### src/rtl/mem_port_arbiter.sv
// Round-robin arbiter that shares one single-ported data memory among NREQ requesters.
// Grants one requester at a time, holds the memory request until m_ack or timeout, then pulses ack.
module mem_port_arbiter #(
    parameter int unsigned NREQ    = 2,
    parameter int unsigned TIMEOUT = 16,
    parameter int unsigned GW      = (NREQ > 1) ? $clog2(NREQ) : 1
) (
    input  logic                 clk,
    input  logic                 rst_n,
    input  logic [NREQ-1:0]      req,
    input  logic [NREQ-1:0]      we,
    input  logic [NREQ*32-1:0]   addr,
    input  logic [NREQ*32-1:0]   wdata,
    output logic [NREQ-1:0]      ack,
    output logic [31:0]          rdata,
    output logic                 err,
    output logic                 busy,
    output logic [GW-1:0]        grant_id,
    output logic                 m_req,
    output logic                 m_we,
    output logic [31:0]          m_addr,
    output logic [31:0]          m_wdata,
    input  logic                 m_ack,
    input  logic [31:0]          m_rdata
);

    localparam int unsigned CW = (TIMEOUT > 1) ? $clog2(TIMEOUT) : 1;

    localparam logic [1:0] S_IDLE = 2'd0;
    localparam logic [1:0] S_BUSY = 2'd1;
    localparam logic [1:0] S_DONE = 2'd2;

    logic [1:0]         state, state_nxt;
    logic [CW-1:0]      cnt, cnt_nxt;
    logic [GW-1:0]      last, last_nxt;
    logic [GW-1:0]      gid_nxt;
    logic               m_req_nxt, m_we_nxt, err_nxt, busy_nxt;
    logic [31:0]        m_addr_nxt, m_wdata_nxt, rdata_nxt;
    logic [NREQ-1:0]    ack_nxt;

    logic [GW-1:0]      pick;
    logic               sel_we;
    logic [31:0]        sel_addr, sel_wdata;
    int unsigned        rr_dist, rr_best;
    logic               timeout_hit;

    // Round-robin pick: smallest distance after the last served requester wins.
    always_comb begin
        rr_best   = NREQ;
        rr_dist   = 0;
        pick      = '0;
        sel_we    = 1'b0;
        sel_addr  = '0;
        sel_wdata = '0;
        for (int unsigned i = 0; i < NREQ; i++) begin
            rr_dist = (i + 2 * NREQ - 32'(last) - 1) % NREQ;
            if (req[i] && (rr_dist < rr_best)) begin
                rr_best = rr_dist;
                pick    = GW'(i);
            end
        end
        for (int unsigned i = 0; i < NREQ; i++) begin
            if (pick == GW'(i)) begin
                sel_we    = we[i];
                sel_addr  = addr[32*i +: 32];
                sel_wdata = wdata[32*i +: 32];
            end
        end
    end

    assign timeout_hit = (TIMEOUT != 0) && (32'(cnt) == TIMEOUT - 1);

    // Next-state and next-output logic.
    always_comb begin
        state_nxt   = state;
        cnt_nxt     = cnt;
        last_nxt    = last;
        gid_nxt     = grant_id;
        m_req_nxt   = m_req;
        m_we_nxt    = m_we;
        m_addr_nxt  = m_addr;
        m_wdata_nxt = m_wdata;
        ack_nxt     = ack;
        rdata_nxt   = rdata;
        err_nxt     = err;
        case (state)
            S_IDLE: begin
                if (|req) begin
                    state_nxt   = S_BUSY;
                    m_req_nxt   = 1'b1;
                    gid_nxt     = pick;
                    cnt_nxt     = '0;
                    m_we_nxt    = sel_we;
                    m_addr_nxt  = sel_addr;
                    m_wdata_nxt = sel_wdata;
                end
            end
            S_BUSY: begin
                if (m_ack) begin
                    state_nxt = S_DONE;
                    m_req_nxt = 1'b0;
                    ack_nxt   = NREQ'(1) << grant_id;
                    rdata_nxt = m_we ? 32'h0 : m_rdata;
                    err_nxt   = 1'b0;
                    last_nxt  = grant_id;
                end else if (timeout_hit) begin
                    state_nxt = S_DONE;
                    m_req_nxt = 1'b0;
                    ack_nxt   = NREQ'(1) << grant_id;
                    rdata_nxt = 32'h0;
                    err_nxt   = 1'b1;
                    last_nxt  = grant_id;
                end else begin
                    cnt_nxt = cnt + CW'(1);
                end
            end
            S_DONE: begin
                state_nxt = S_IDLE;
                ack_nxt   = '0;
                err_nxt   = 1'b0;
                rdata_nxt = 32'h0;
            end
            default: begin
                state_nxt = S_IDLE;
                m_req_nxt = 1'b0;
                ack_nxt   = '0;
            end
        endcase
        busy_nxt = (state_nxt != S_IDLE);
    end

    // State and output registers; reset level is high on rst_n.
    always_ff @(posedge clk or posedge rst_n) begin
        if (rst_n) begin
            state    <= S_IDLE;
            cnt      <= '0;
            last     <= GW'(NREQ - 1);
            grant_id <= '0;
            m_req    <= 1'b0;
            m_we     <= 1'b0;
            m_addr   <= '0;
            m_wdata  <= '0;
            ack      <= '0;
            rdata    <= '0;
            err      <= 1'b0;
            busy     <= 1'b0;
        end else begin
            state    <= state_nxt;
            cnt      <= cnt_nxt;
            last     <= last_nxt;
            grant_id <= gid_nxt;
            m_req    <= m_req_nxt;
            m_we     <= m_we_nxt;
            m_addr   <= m_addr_nxt;
            m_wdata  <= m_wdata_nxt;
            ack      <= ack_nxt;
            rdata    <= rdata_nxt;
            err      <= err_nxt;
            busy     <= busy_nxt;
        end
    end

endmodule

### config.mk
export PLATFORM = sky130hd
export DESIGN_NAME = mem_port_arbiter
export DESIGN_NICKNAME = d
export VERILOG_FILES = /design/src/rtl/mem_port_arbiter.sv
export SDC_FILE = /design/constraint.sdc
export NUM_CORES = 1
export LEC_CHECK = 0
export CAP_MARGIN = 20
export CELL_PAD_IN_SITES_DETAIL_PLACEMENT = 0
export CELL_PAD_IN_SITES_GLOBAL_PLACEMENT = 2
export CORE_MARGIN = 1.5
export CORE_UTILIZATION = 25
export DETAILED_ROUTE_END_ITERATION = 8
export PLACE_DENSITY_LB_ADDON = 0.1
export SYNTH_ARGS = -nofsm -noshare
export SYNTH_HDL_FRONTEND = slang
export SYNTH_SLANG_ARGS = --single-unit
### constraint.sdc
create_clock -name clk -period 4.1 [get_ports clk]
set_input_delay 0.82 -clock clk [delete_from_list [all_inputs] [get_ports clk]]
set_output_delay 0.82 -clock clk [all_outputs]
set_load 0.05 [all_outputs]
==> results.toml <==
[outcome]
outcome = "completed"

[critical_path]
slowest_stage = "clkdlybuf4s50_1"
crit_family = "buffers and inverters"
path_buf_inv = 1
r2r_setup_slack_ns = 2.19
required_ns = 3.28
critPathArrivalTime_ns = 1.63
crit_path_max_fanout = 3
cp_cell_sequence = "clkdlybuf4s50_1"
critPathKind = "flip-flop to output pin"
worst_setup_path_start_kind = "flip-flop"
endpoint_kind = "output pin"
cpPeakStageDelay_ns = 0.87

[sta]
min_period_ns = 2.45
slew_headroom_pct = 57.1
worst_slack_ns = 1.65
tns_ns = 0
finalMaxSlewViolations = 0
fin_hold_ws_ns = 0.503
period_share_pct = 59.8
finalSetupViolCount = 0
rsz0062_at_grt = "no"
tightest_slew_ns = 0.644
fmax_ghz = 0.408
finalHoldViolCount = 0
skew_ns = 0.00863

[synth]
synthCells = 340
synthMuxAreaShare_pct = 31.8
netlist.area_leader.share_pct = 53.8
synth_cell_type_count = 34
avgSynthCellArea_um2 = 14.9
yosysMostFrequentCell = "dfrtp_1"
synthTopCellsByArea = "dfrtp_1 (54%), mux2_2 (21%), mux2_4 (8.9%), a22o_1 (5.5%), mux2_1 (2.0%)"
synth_top_family_by_area = "multiplexers"
synth-compound-area-share_pct = 8.07
synthesis.nets = 508
async_flop_share_pct = 100
synthXorXnorAreaFrac_pct = 0
ys_ff_latch = 110
ys_top_cells_by_count = "dfrtp_1 (109), mux2_2 (94), a22o_1 (32)"
netlist_area_mm2 = 0.00507
synth_edf_count = 0
yosysSeqAreaShare_pct = 54.3
synth_simple_gate_area_share_pct = 2.32
synthAdderAreaFrac_pct = 0.247
synth_flop_cell = "dfrtp_1"
yosysWarningCount = 0
yosys.area.top_type = "dfrtp_1"

[clocking]
clkLatencyLatePin_ns = 0.35
postCtsHoldBufs = 0
clock_sinks = 110
cts_inserted_buffers = 9
htreeDepth = 3
cts_resized = 0
cts_tree = "yes"
clk_pin_slew_ns = 0.07
root_buffer = "clkbuf_16"
post-cts-setup-buffer-count = 0
max-clock-path-buffers = 2

[floorplan]
start_util_pct = 25.8
dieArea_mm2 = 0.0211
rows = 51
die_w_um = 145
die_h_um = 145
io-pin-count = 270
core_mm2 = 0.0197

[placement]
place_ws_ns = 1.34
port_buffers = 269
dp_hpwl_mm = 10.7
place_congestion = 0.734

[cells_and_area]
final_nets = 772
area_growth_pct = 64.6
antenna_cells = 0
final_util_pct = 42.5
final_layout_size_suffix_gt1_share_pct = 25.0

[route]
dr.first_iter.drc_count = 118
wl_per_cell_um = 16.8
vias_per_cell = 4.31
wl_met1_mm = 6.45
detail-route-antenna-nets = 0
totalWireLength_mm = 14.7
drc = 0
top_layer_used = "met4"
via_count = 3767
met3_length_mm = 1.01
dr_wl_met2_mm = 6.87
drt-pass1-iter-count = 4

[power_and_ir_drop]
combPwrFrac_pct = 58.1
max-vdd-ir-drop_uv = 421
p_int_mw = 3.60
power_mw = 6.67
p_leak_nw = 3.45
p_seq_share_pct = 28.2
switching_share_pct = 46.0
power_frac_clock_pct = 13.7
switching_power_mw = 3.07
power_density_mw_per_mm2 = 799

[grt]
grt_pass1_vias = 4079
grt_overflow = 0
antenna_found_initial = 0
grt_usage_pct = 13.9
grt_start_max_net_pins = 69
grt_pass1_wl_mm = 23.3

[flow_run]
cap_violations = 0

[hold_path]
hp-class = "flip-flop to flip-flop"
## final timing paths
| check | end | start | depth (start not counted) |
|---|---|---|---|
| worst max-delay path | m_we | m_we | 1 |
| worst min-delay path | m_req | m_req | 1 |
| worst max register to register | m_wdata[1] | state[0] | 3 |
| worst min register to register | m_req | m_req | 1 |
| max in group asynchronous | last | rst_n | 3 |
| min in group asynchronous | m_addr[19] | rst_n | 2 |
## state kept, by name, indices dropped and copies added (netlist names)
| register | cells |
|---|---|
| ack | 2 |
| busy | 1 |
| cnt | 4 |
| err | 1 |
| grant_id | 1 |
| last | 1 |
| m_addr | 32 |
| m_req | 1 |
| m_wdata | 32 |
| m_we | 1 |
| rdata | 32 |
| state | 2 |
## cell type report
cell class / count / area [um^2]
tap: 265 / 332
clock buffer: 12 / 256
inverter: 5 / 21.3
clock inverter: 4 / 53.8
sequential: 110 / 2750
multi-input combinational: 203 / 2170
fill: 1918 / 11300
timing repair buffer: 275 / 2760
## cell usage in the layout (no fill, tap or decap), types with 2 or more instances in the layout
cell type and n:
and3_1 2, buf_4 4, nor2_1 3, mux2_4 30
a22o_1 32, dfrtp_1 109, nor3_1 2, buf_12 2
a21oi_1 2, a31oi_1 2, clkinvlp_4 2, a211o_1 2
nand3_1 2, mux2_1 9, clkbuf_8 2, mux2_2 94
o21ai_0 4, nor2b_1 3, inv_1 4, clkdlybuf4s50_1 269
nor3_4 2, clkbuf_16 9
## power groups by stage
stage | registers [mW] | logic [mW] | clock network (mW)
floorplan | 3.56 | 0.866 | 0
global placement | 1.89 | 3.89 | 0
global route | 1.96 | 4.03 | 0.998
finish | 1.88 | 3.88 | 0.915
detailed placement | 1.90 | 3.92 | 0
CTS | 1.89 | 3.92 | 0.955
## logic make-up after synthesis
logic type                 Yosys count
DFF                                110
muxes                              133
buffers and inverters               27
AOI/OAI and AO/OA                   50
and+or+nand+nor                     19
adders and majority gates            1
## layer usage
metal / vias to the layer above / track usage, %
li1: 1780 / -
met5: - / 0
met4: 0 / 5.77
met2: 147 / 22.1
met3: 20 / 4.04
met1: 1820 / 17.8
## per-stage QoR
stage / std cells / cell area [um^2]
floorplan: 340 / 5070
global placement: 858 / 8040
detailed placement: 858 / 8040
CTS: 874 / 8350
global route: 874 / 8350
finish: 874 / 8350
No activity file was read; power rests on OpenSTA's default activity.
